[config.mk]
export PLATFORM = sky130hd
export DESIGN_NAME = boot_copy_engine_flat
export DESIGN_NICKNAME = d
export VERILOG_FILES = /design/src/rtl/boot_copy_engine_pkg.sv /design/src/rtl/boot_copy_engine_if.sv /design/src/rtl/boot_copy_engine_checksum.sv /design/src/rtl/boot_copy_engine.sv /design/src/flat_wrapper.sv
export SDC_FILE = /design/constraint.sdc
export NUM_CORES = 1
export LEC_CHECK = 0
export CORE_MARGIN = 4
export CORE_UTILIZATION = 38
export CTS_CLUSTER_SIZE = 14
export DETAILED_ROUTE_END_ITERATION = 6
export GPL_TIMING_DRIVEN = 0
export HOLD_SLACK_MARGIN = 0.15
export PLACE_DENSITY = 0.76
export SETUP_SLACK_MARGIN = 0.4
export SLEW_MARGIN = 10
export SYNTH_ARGS = -nofsm -noshare
export SYNTH_HDL_FRONTEND = slang
export SYNTH_SLANG_ARGS = --single-unit
export TNS_END_PERCENT = 20
[constraint.sdc]
create_clock -name clk -period 1.7 [get_ports clk]
set_input_delay 0.255 -clock clk [delete_from_list [all_inputs] [get_ports clk]]
set_output_delay 0.255 -clock clk [all_outputs]
set_load 0.01 [all_outputs]
[src/rtl/boot_copy_engine_pkg.sv]
// Shared definitions for the boot copy engine: FSM encoding, strobe constant, default RAM base.
// Consumers pull these in with import ricosoc_pkg::*.
package ricosoc_pkg;

    typedef enum logic [1:0] {
        ADDR   = 2'd0,
        FETCH  = 2'd1,
        WRITE  = 2'd2,
        FINISH = 2'd3
    } copy_state_t;

    localparam logic [3:0]  WSTRB_FULL    = 4'hF;
    localparam logic [31:0] BOOT_RAM_BASE = 32'h0000_0000;

endpackage

[src/rtl/boot_copy_engine_if.sv]
// ROM read port and picorv32-style native RAM write port used by the boot copy engine.
interface boot_copy_engine_if #(
    parameter int RAM_ADDR_WIDTH = 8,
    parameter int RAM_DATA_WIDTH = 32
);
    logic [RAM_ADDR_WIDTH-1:0] rom_raddr;
    logic [RAM_DATA_WIDTH-1:0] rom_rdata;

    // Write handshake: a write is accepted on a rising clk edge where mem_valid && mem_ready.
    // Once mem_valid rises, mem_addr/mem_wdata/mem_wstrb stay stable until that edge;
    // mem_ready while mem_valid is low has no effect.
    logic        mem_valid;
    logic        mem_ready;
    logic [31:0] mem_addr;
    logic [31:0] mem_wdata;
    logic [3:0]  mem_wstrb;

    modport master (
        output rom_raddr,
        input  rom_rdata,
        output mem_valid,
        input  mem_ready,
        output mem_addr,
        output mem_wdata,
        output mem_wstrb
    );

    modport slave (
        input  rom_raddr,
        output rom_rdata,
        input  mem_valid,
        output mem_ready,
        input  mem_addr,
        input  mem_wdata,
        input  mem_wstrb
    );
endinterface

[src/rtl/boot_copy_engine_checksum.sv]
// Running 32-bit sum of every word written by the copy engine, plus a zero-compare.
// Only instantiated when BOOT_COPY_CHECKSUM_EN is defined.
module boot_copy_checksum (
    input  logic        clk,
    input  logic        reset,
    input  logic        add_en,
    input  logic [31:0] word,
    output logic        sum_zero
);
    logic [31:0] sum;

    always_ff @(posedge clk or posedge reset) begin
        if (reset) begin
            sum <= 32'd0;
        end else if (add_en) begin
            sum <= sum + word;
        end
    end

    assign sum_zero = (sum == 32'd0);
endmodule

[src/rtl/boot_copy_engine.sv]
// Copies COPY_WORDS words from the boot ROM into RAM, then releases the CPU from reset.
// Optional image checksum check is enabled with `define BOOT_COPY_CHECKSUM_EN.
module boot_copy_engine
    import ricosoc_pkg::*;
#(
    parameter int          RAM_DATA_WIDTH = 32,
    parameter int          RAM_ADDR_WIDTH = 8,
    parameter int          COPY_WORDS     = 256,
    parameter logic [31:0] DEST_BASE      = BOOT_RAM_BASE
) (
    input  logic                clk,
    input  logic                reset,
    boot_copy_engine_if.master  bus,
    output logic                cpu_resetn,
    output logic                done,
    output logic                boot_error,
    output copy_state_t         dbg_state
);
    localparam int IDX_W = $clog2(COPY_WORDS + 1);
    localparam logic [IDX_W-1:0] LAST_IDX = IDX_W'(COPY_WORDS - 1);

    copy_state_t               state;
    logic [IDX_W-1:0]          idx;
    logic [RAM_DATA_WIDTH-1:0] rom_word;
    logic                      handshake;
    logic                      sum_ok;

    assign rom_word  = bus.rom_rdata;
    assign handshake = (state == WRITE) && bus.mem_valid && bus.mem_ready;
    assign dbg_state = state;

`ifdef BOOT_COPY_CHECKSUM_EN
    boot_copy_checksum u_checksum (
        .clk      (clk),
        .reset    (reset),
        .add_en   (handshake),
        .word     (bus.mem_wdata),
        .sum_zero (sum_ok)
    );
`else
    assign sum_ok = 1'b1;
`endif

    // rom_raddr is kept as its own counter; it tracks idx modulo 2**RAM_ADDR_WIDTH.
    always_ff @(posedge clk or posedge reset) begin
        if (reset) begin
            state         <= ADDR;
            idx           <= '0;
            bus.rom_raddr <= '0;
            bus.mem_valid <= 1'b0;
            bus.mem_addr  <= DEST_BASE;
            bus.mem_wdata <= 32'd0;
            bus.mem_wstrb <= 4'd0;
            cpu_resetn    <= 1'b0;
            done          <= 1'b0;
            boot_error    <= 1'b0;
        end else begin
            case (state)
                ADDR: begin
                    state <= FETCH;
                end
                FETCH: begin
                    bus.mem_wdata <= rom_word[31:0];
                    bus.mem_addr  <= DEST_BASE + (32'(idx) << 2);
                    bus.mem_valid <= 1'b1;
                    bus.mem_wstrb <= WSTRB_FULL;
                    state         <= WRITE;
                end
                WRITE: begin
                    if (handshake) begin
                        bus.mem_valid <= 1'b0;
                        bus.mem_wstrb <= 4'd0;
                        idx           <= idx + 1'b1;
                        bus.rom_raddr <= bus.rom_raddr + 1'b1;
                        state         <= (idx == LAST_IDX) ? FINISH : ADDR;
                    end
                end
                FINISH: begin
                    done <= 1'b1;
                    if (!sum_ok) begin
                        boot_error <= 1'b1;
                    end
                    // CPU release lags done by one cycle and never happens on a bad image.
                    if (done && sum_ok) begin
                        cpu_resetn <= 1'b1;
                    end
                end
                default: begin
                    state <= ADDR;
                end
            endcase
        end
    end
endmodule
[src/flat_wrapper.sv]
// flat-port wrapper written by rule: the top's interface ports become plain ports
module boot_copy_engine_flat import ricosoc_pkg::*;
#(
    parameter int          RAM_DATA_WIDTH = 32,
    parameter int          RAM_ADDR_WIDTH = 8,
    parameter int          COPY_WORDS     = 256,
    parameter logic [31:0] DEST_BASE      = BOOT_RAM_BASE
)
  (clk, reset, cpu_resetn, done, boot_error, dbg_state, bus_rom_raddr, bus_rom_rdata, bus_mem_valid, bus_mem_ready, bus_mem_addr, bus_mem_wdata, bus_mem_wstrb);
  boot_copy_engine_if #(.RAM_ADDR_WIDTH(RAM_ADDR_WIDTH), .RAM_DATA_WIDTH(RAM_DATA_WIDTH)) bus_i ();
  input  logic clk;
  input  logic reset;
  output logic cpu_resetn;
  output logic done;
  output logic boot_error;
  output copy_state_t dbg_state;
  output wire logic [$bits(bus_i.rom_raddr)-1:0] bus_rom_raddr;
  input wire logic [$bits(bus_i.rom_rdata)-1:0] bus_rom_rdata;
  output wire logic [$bits(bus_i.mem_valid)-1:0] bus_mem_valid;
  input wire logic [$bits(bus_i.mem_ready)-1:0] bus_mem_ready;
  output wire logic [$bits(bus_i.mem_addr)-1:0] bus_mem_addr;
  output wire logic [$bits(bus_i.mem_wdata)-1:0] bus_mem_wdata;
  output wire logic [$bits(bus_i.mem_wstrb)-1:0] bus_mem_wstrb;
  assign bus_rom_raddr = bus_i.rom_raddr;
  assign bus_i.rom_rdata = bus_rom_rdata;
  assign bus_mem_valid = bus_i.mem_valid;
  assign bus_i.mem_ready = bus_mem_ready;
  assign bus_mem_addr = bus_i.mem_addr;
  assign bus_mem_wdata = bus_i.mem_wdata;
  assign bus_mem_wstrb = bus_i.mem_wstrb;
  boot_copy_engine #(.RAM_DATA_WIDTH(RAM_DATA_WIDTH), .RAM_ADDR_WIDTH(RAM_ADDR_WIDTH), .COPY_WORDS(COPY_WORDS), .DEST_BASE(DEST_BASE)) u_core (.clk(clk), .reset(reset), .bus(bus_i), .cpu_resetn(cpu_resetn), .done(done), .boot_error(boot_error), .dbg_state(dbg_state));
endmodule
# Yosys cells after proc, flatten, opt, wreduce, memory -nomap -nowiden
# Cells that the tools add are included.
[classes]
muxes = 7
n_eq_ne = 5
n_addsub = 2
n_reduce_logical = 9
[ops]
columns = ["op", "count"]
rows = [
  ["adder 9 x 1 -> 9 bit, second input constant", 1],
  ["== test 9 x 8 -> 1 bit, second input constant", 1],
  ["adder 8 x 1 -> 8 bit, second input constant", 1],
  ["one-hot mux 4 bit (2 select lines)", 1],
  ["AND reduction 2 bit", 4],
  ["one-hot mux 2 bit (3 select lines)", 1],
  ["== test 2 bit, second input constant", 2],
  ["2-to-1 mux 2 bit", 2],
  ["2-to-1 mux 4 bit", 1],
  ["nonzero test 3 bit", 1],
  ["== test 2 x 1 -> 1 bit, second input constant", 1],
  ["logical AND 1 bit", 2],
  ["zero test 2 bit", 1],
  ["inequality test 2 x 1 -> 1 bit, second input constant", 1],
  ["one-hot mux 1 bit (2 select lines)", 1],
  ["nonzero test 2 bit", 1],
  ["2-to-1 mux 1 bit", 1],
]
[word_totals]
reg_bits = 67
input_bits = 35

# Logic depth before layout (Yosys ltp)
# Gate-level depths: netlist of the first run.
[depth]
ltp_word = 5
depth_mapped = 7
ltp_nobuf = 7

# Least setup slack after synthesis of the first run
# OpenSTA, ideal clock, no wires.
[synth_timing]
kind = "register to register"
start = "reg u_core.state[0], in the netlist u_core.dbg_state[0]"
end = "reg u_core.state[1], in the netlist u_core.dbg_state[1]"
path_stages_with_launch = 6
path_slack_ns = 0.202
t_required_ns = 1.575
n_path_buf = 1
arrival_ns = 1.373
synth_period_minus_slack_ns = 1.498
setup_ns = 0.125
cell_sequence = "dfrtp_1 > inv_1 > ha_1 > buf_6 > a21oi_1 > mux2_2"
[synth_between]
elab_chain_cells = 5
elab_cells_between_ends = 9
[synth_lines]
columns = ["element", "line", "text"]
rows = [
  ["start, declared", "boot_copy_engine.sv:22", "copy_state_t state;"],
  ["start signal, assigned", "boot_copy_engine.sv:75", "state <= (idx == LAST_IDX) ? FINISH : ADDR;"],
  ["== test 2 bit", "boot_copy_engine.sv:29, boot_copy_engine.sv:58", ""],
  ["logical AND 1 bit (2 in series)", "boot_copy_engine.sv:29", "assign handshake = (state == WRITE) && bus.mem_valid && bus.mem_ready;"],
  ["inequality test 2 x 1 -> 1 bit (no source line)", "n/a", ""],
  ["AND reduction 2 bit (no source line)", "n/a", ""],
]
# Several ways; a longest one is shown, not always the timed one.
# A chain may end at the register's enable or synchronous reset.

# Final worst setup path of the first run
[layout_timing]
start = "reg u_core.state[0], in the netlist u_core.dbg_state[0]"
end = "reg u_core.bus.mem_wdata[6]"
[layout_between]
elab_chain_cells = 1
[layout_lines]
columns = ["element", "line", "text"]
rows = [
  ["== test 2 x 1 -> 1 bit", "boot_copy_engine.sv:58", "case (state)"],
  ["end signal, assigned", "boot_copy_engine.sv:63", "bus.mem_wdata <= rom_word[31:0];"],
  ["end, declared", "boot_copy_engine_if.sv:24", "output mem_wdata,"],
]
# No other way between the ends.

==> impl_metrics.csv, run 1 <==
group,metric,value,unit
outcome,status,"complete, no violations",
global_route,antenna_found_initial,0,
synthesis,synth_edf_count,0,
layout,final_cell_area,0.00454,mm^2
critical_path,end_kind,"flip-flop",
synthesis,async_flop_share,1.00,
synthesis,netlist_instances,212,
synthesis,avgSynthCellArea,13.1,um^2
synthesis,synth.ff_latch_count,63,
timing,period_share,0.890,
floorplanning,die_w,93.6,um
detailed_routing,drcViolationCount,0,
clock_network,ctsHoldBuffers,0,
critical_path,worstSetupPathType,"reg2reg",
timing,report.final.hold_viol_count,0,
timing,period_minus_slack,1510,ps
floorplanning,die_y,93.6,um
timing,worst_slack,187,ps
layout,num_antenna_cells,0,
pwr,p_per_area,1690,mW/mm^2
pwr,power_frac_seq,0.311,
pwr,clkPwrFrac,0.143,
critical_path,cp_cell_sequence,"buf_6 > ha_4 > bufbuf_16 > buf_8 > mux2_4",
run,max_cap_violations,0,
clock_network,cts_root_buffer,"clkbuf_8",
floorplanning,die_area,0.00876,mm^2
clock_network,cts_tree,"yes",
critical_path,cp.required,1910,ps
detailed_routing,viasPerCell,4.38,
pwr,p_comb_frac,0.546,
synthesis,ys_seq_area_frac,0.567,
synthesis,syn_area,0.00278,mm^2
layout,final_core_util,0.654,
placement,placed_cell_area,0.00393,mm^2
detailed_routing,drt_first_pass_iters,4,
global_route,grt_overflow,0,
floorplanning,core,0.00694,mm^2
worst_hold_path,holdCritPathClass,"in2async",
critical_path,path_max_fanout,5,
critical_path,cp-start-kind,"flip-flop",
timing,rsz0062_at_grt,"true",
placement,place_ws,65.0,ps
pwr,power_switching,0.00232,W
synthesis,synth.area.top_cells,"dfrtp_1, mux2_2, buf_4",
pwr,internal_power,0.00534,W
detailed_routing,antenna_left,0,
global_route,grt_pass1_vias,2152,
floorplanning,rows,30,
global_route,grt_use_total,0.157,
pwr,p_sw_frac,0.303,
layout,syn_to_final_growth,63.3,%
detailed_routing,totalWireLength,6.52,mm
detailed_routing,routed-via-count,2034,
timing,slew_viol_final,0,
floorplanning,io_pins,117,
critical_path,crit_family,"buffers and inverters",
global_route,grt_pass1_wl,10.6,mm
placement,io_buffers,92,
pwr,total_leakage_power,2.15,nW
synthesis,synth_cell_types,23,
pwr,irDropWorstVdd,0.982,mV
layout,fin_nets,406,
timing,max_freq,0.661,GHz
placement,dp_hpwl,4.46,mm
timing,setup_violations,0,
critical_path,rr_worst_depth,5,
synthesis,synth_top_area_share,0.567,
synthesis,yosys_warnings,0,
clock_network,clk_path_buf_depth,2,
detailed_routing,drt_iter0_markers,26,
timing,slew_headroom,0.578,
critical_path,worst_ep_arrival_time,1720,ps
critical_path,max_stage_delay,410,ps
synthesis,yosys.area.top_type,"dfrtp_1",
placement,gp_congestion,0.699,
global_route,grt_max_degree,37,
layout,drive_gt1_frac,0.375,
timing,worst_pin_slew,631,ps
synthesis,synthFlopType,"dfrtp_1",
timing,fin_skew,8.81,ps
critical_path,worst-path-stages,5,
clock_network,clk_pin_slew,70,ps
critical_path,cp_num_buf_inv,3,
critical_path,cpMaxStageDelayCell,"dfrtp_1",
detailed_routing,wire_per_inst,14.1,um
clock_network,cts_made_buffers,9,
floorplanning,initial_core_util,0.401,
clock_network,clk_latency,330,ps
clock_network,clkSinkCount,63,
clock_network,cts-htree-levels,3,
final timing paths:
check	start	end	slack, ps
max in group asynchronous	reset	u_core.bus.mem_wstrb[2]	740
min	reset	u_core.bus.mem_wdata[0]	360
min reg2reg	u_core.cpu_resetn	u_core.cpu_resetn	460
max	u_core.dbg_state[0]	u_core.bus.mem_wdata[6]	190
max reg2reg	u_core.dbg_state[0]	u_core.bus.mem_wdata[6]	190
min in group clk	u_core.cpu_resetn	u_core.cpu_resetn	460
cell usage after synthesis, drive strengths merged (2+ instances only):
cell and number:
xor2 8, xnor2 6, mux2 42, nand4 5
nor2 6, a21oi 5, nand2 13, nand3 4
buf 36, inv 5, and3 2, nor3 5
dfrtp 63, ha 7
layout by cell type, fill, tap and decap left out, drive strengths merged:
| cell | count |
|---|---|
| buf | 64 |
| clkinv | 3 |
| a21o | 1 |
| mux2i | 1 |
| inv | 4 |
| xor2 | 8 |
| xnor2 | 6 |
| or2 | 1 |
| nand3 | 4 |
| nor3 | 5 |
| o21ai | 1 |
| mux2 | 42 |
| bufbuf | 1 |
| nor2 | 6 |
| nand2 | 13 |
| clkbuf | 12 |
| clkinvlp | 2 |
| dlymetal6s2s | 2 |
| dfrtp | 63 |
| a21oi | 5 |
| ha | 7 |
| and3 | 2 |
| clkdlybuf4s15 | 2 |
| clkdlybuf4s50 | 77 |
| dlygate4sd2 | 7 |
| conb | 24 |
| nand4 | 5 |
routing by layer:
layer | up-vias | part of all wire | GRT usage | wire length, um
li1 | 973 | - | - | -
met1 | 966 | 0.43 | 0.198 | 2800
met2 | 92 | 0.48 | 0.260 | 3150
met3 | 3 | 0.084 | 0.0499 | 551
met4 | 0 | 0.0023 | 0.0433 | 15
met5 | - | 0 | 0 | 0
metrics by stage:
step	total power [W]	hold WS, ps	setup TNS (ps)	std cells
2_1_floorplan	0.00394	345	0	235
3_3_place_gp	0.00534	440	-5720	423
3_5_place_dp	0.00543	452	0	424
4_1_cts	0.00762	367	0	459
5_1_grt	0.00815	403	0	464
6_report	0.00766	362	0	464
state kept, by name (all words and copies together), names as in the netlist:
signal / flops
u_core.bus.mem_wstrb: 1
u_core.bus.mem_wdata: 32
u_core.bus.mem_addr: 9
u_core.done: 1
u_core.dbg_state: 2
u_core.cpu_resetn: 1
u_core.idx: 9
u_core.bus.rom_raddr: 8
power groups by stage:
stage          sequential, W  clock (W)  combinational [W]
6_report             0.00238    0.00110            0.00419
4_1_cts              0.00237    0.00114            0.00411
3_3_place_gp         0.00242          0            0.00291
2_1_floorplan        0.00265          0            0.00129
5_1_grt              0.00246    0.00120            0.00448
3_5_place_dp         0.00245          0            0.00298
cells by family (layout without fill, tap and decap cells):
family          after synthesis  after routing  share of synthesized area
flops                        63             63                      0.567
mux                          43             43                      0.174
buf+inv                      41            174                      0.101
simple gates                 36             36                     0.0683
xor+xnor                     14             14                     0.0441
fa+ha+maj                     7              7                     0.0315
compound gates                7              7                     0.0135
other cells                   1             24                    0.00135
final cells by class:
type | count | area [um^2]
Sequential cell | 63 | 1580
Buffer | 36 | 332
Tap cell | 96 | 120
Multi-Input combinational cell | 131 | 1060
Clock buffer | 11 | 141
Inverter | 5 | 22.5
Timing Repair Buffer | 118 | 1260
Fill cell | 516 | 2400
Clock inverter | 4 | 22.5
timing repair:
| item | 4_1_cts | 5_1_grt |
|---|---|---|
| cloned | 5 | 0 |
| buffers inserted | 15 | 5 |
| endpoints found under the hold margin | 0 | 0 |
| gates resized for setup | 61 | 15 |
| endpoints found under the setup margin | 119 | 119 |
| pin swaps | 0 | 2 |
No activity file was read; power rests on OpenSTA's default activity.
==> run 2: changes to the inputs <==
- CORE_MARGIN: 4 -> default
- CTS_CLUSTER_DIAMETER: default -> 200
==> run 2 against run 1 <==
Effect of this change: first-iteration DRC count fell by 31%; largest power group unchanged; sequential share of layout area fell by 0.086 points; routed wire length fell by 4.1%; critical endpoint is now bus_rom_raddr[3]; total power fell by 1.6%; clock skew fell by 2.6 ps; critical path depth fell by 4; die area fell by 12%; core utilization rose by 0.16 points; sequential cell count did not move; cell count rose by 0.22%.
==> impl_metrics.csv, run 2 (same netlist as run 1, synthesis figures left out) <==
group,metric,value,unit
timing,slew_headroom,0.525,
global_route,grt_use_total,0.158,
floorplanning,die_y,87.6,um
clock_network,cts_tree,"yes",
layout,syn_to_final_growth,63.7,%
critical_path,cpMaxStageDelayCell,"clkdlybuf4s50_1",
detailed_routing,drt_first_pass_iters,3,
layout,largest-register,"u_core.bus.mem_wdata",
layout,largestRegisters,"u_core.bus.mem_wdata x32, u_core.bus.mem_addr x9, u_core.idx x9",
critical_path,cp_cell_sequence,"clkdlybuf4s50_1",
timing,report.final.hold_viol_count,0,
critical_path,end_kind,"output pin",
critical_path,r2r_setup_slack,220,ps
pwr,p_per_area,1660,mW/mm^2
layout,largest_reg_flops,32,
clock_network,cts_root_buffer,"clkbuf_8",
global_route,grt_pass1_wl,9.03,mm
critical_path,r2r-end,"u_core.dbg_state[1]",
placement,gp_congestion,0.752,
placement,place_ws,67.9,ps
critical_path,crit_end,"bus_rom_raddr[3]",
pwr,irDropWorstVdd,0.956,mV
layout,fin_nets,408,
timing,period_minus_slack,1490,ps
timing,fin_skew,6.20,ps
timing,max_freq,0.673,GHz
critical_path,rr_worst_depth,7,
critical_path,worst_ep_arrival_time,1230,ps
detailed_routing,totalWireLength,6.25,mm
timing,worst_slack,214,ps
clock_network,cts-htree-levels,3,
floorplanning,io_pins,117,
layout,final_common_cell,"clkdlybuf4s50_1",
global_route,grt_overflow,0,
critical_path,r2r_start,"u_core.idx[0]",
timing,setup_tns,0,ps
detailed_routing,wire_per_inst,13.4,um
floorplanning,rows,30,
placement,placed_cell_area,0.00393,mm^2
critical_path,cp.required,1440,ps
clock_network,clk_pin_slew,70,ps
detailed_routing,drcViolationCount,0,
worst_hold_path,holdCritPathClass,"in2async",
run,max_cap_violations,0,
clock_network,clk_latency,330,ps
clock_network,clkSinkCount,63,
critical_path,cp_num_buf_inv,1,
floorplanning,initial_core_util,0.401,
layout,layout_common_cells,"clkdlybuf4s50_1, dfrtp_1, buf_4",
critical_path,path_max_fanout,2,
pwr,total_leakage_power,2.23,nW
global_route,grt_pass1_vias,1914,
detailed_routing,routed-via-count,2006,
detailed_routing,drt_iter0_markers,18,
timing,rsz0062_at_grt,"true",
critical_path,max_stage_delay,540,ps
clock_network,cts_made_buffers,9,
timing,setup_violations,0,
timing,whs,390,ps
layout,num_antenna_cells,0,
global_route,antenna_found_initial,0,
placement,io_buffers,92,
layout,drive_gt1_frac,0.374,
timing,worst_pin_slew,710,ps
critical_path,crit_family,"buffers and inverters",
timing,slew_viol_final,0,
critical_path,worst-path-stages,1,
critical_path,cp-startpoint,"u_core.bus.rom_raddr[3]",
critical_path,worstSetupPathType,"reg2out",
detailed_routing,antenna_left,0,
floorplanning,die_area,0.00767,mm^2
global_route,grt_max_degree,33,
floorplanning,die_w,87.6,um
floorplanning,core,0.00694,mm^2
clock_network,clk_path_buf_depth,2,
layout,final_cell_area,0.00455,mm^2
outcome,status,"complete, no violations",
placement,dp_hpwl,4.03,mm
timing,period_share,0.874,
detailed_routing,viasPerCell,4.31,
critical_path,cp-start-kind,"flip-flop",
## run 2: worst min path at each step
stage                           start                  endpoint  slack (ps)  cells past startpoint
detailed placement  u_core.cpu_resetn         u_core.cpu_resetn         460                      1
global route                    reset  u_core.bus.mem_wdata[23]         450                      2
floorplan               bus_mem_ready   u_core.bus.mem_wstrb[2]         340                      1
CTS                             reset  u_core.bus.mem_wdata[23]         400                      2
global placement    u_core.cpu_resetn         u_core.cpu_resetn         440                      1
finish                          reset  u_core.bus.mem_wdata[23]         390                      2
## run 2: area by class of cell
| type | instances | area, um^2 |
|---|---|---|
| multi-input cells | 131 | 1080 |
| repair buffers | 120 | 1270 |
| inverters | 5 | 22.5 |
| well taps | 96 | 120 |
| plain buffers | 36 | 329 |
| clock inverters | 2 | 10.0 |
| fillers | 522 | 2390 |
| clock buffers | 12 | 135 |
| flip-flops and latches | 63 | 1580 |
## run 2: layer usage
layer,vias up,GRT usage,wire (um)
li1,971,-,-
met1,939,0.179,2670
met2,86,0.276,3010
met3,10,0.0443,491
met4,0,0.0745,84
met5,-,0,0
## run 2: worst register-to-register path: cells and delay by family (launching register included)
| kind | cells | cell delay, ps |
|---|---|---|
| compound gates | 1 | 120 |
| fa+ha+maj | 2 | 390 |
| flops | 1 | 400 |
| mux | 1 | 260 |
| simple gates | 3 | 190 |
## run 2: metrics by stage
stage / util / power, W / instances
finish: 0.656 / 0.00754 / 465
CTS: 0.626 / 0.00717 / 457
global route: 0.656 / 0.00798 / 465
floorplan: - / 0.00394 / 235
detailed placement: 0.566 / 0.00540 / 424
global placement: 0.564 / 0.00532 / 423
## run 2: power breakdown
group          switching, W  internal (W)  total [W]  leakage [nW]
Sequential         0.000341       0.00206    0.00240         0.772
Clock              0.000524      0.000509    0.00103        0.0761
Combinational       0.00144       0.00267    0.00411          1.39
## run 2: what timing repair did
item | CTS | global route
resized for setup | 45 | 35
pin swaps | 0 | 7
setup endpoints to repair | 119 | 117
hold buffers | 0 | 0
setup buffers | 16 | 7
cloned | 3 | 1
==> run 3: changes to the inputs <==
- CTS_CLUSTER_DIAMETER: 200 -> default
==> results of run 3 <==
Same layout as run 2: the final DEF is identical, and so are final timing and power.
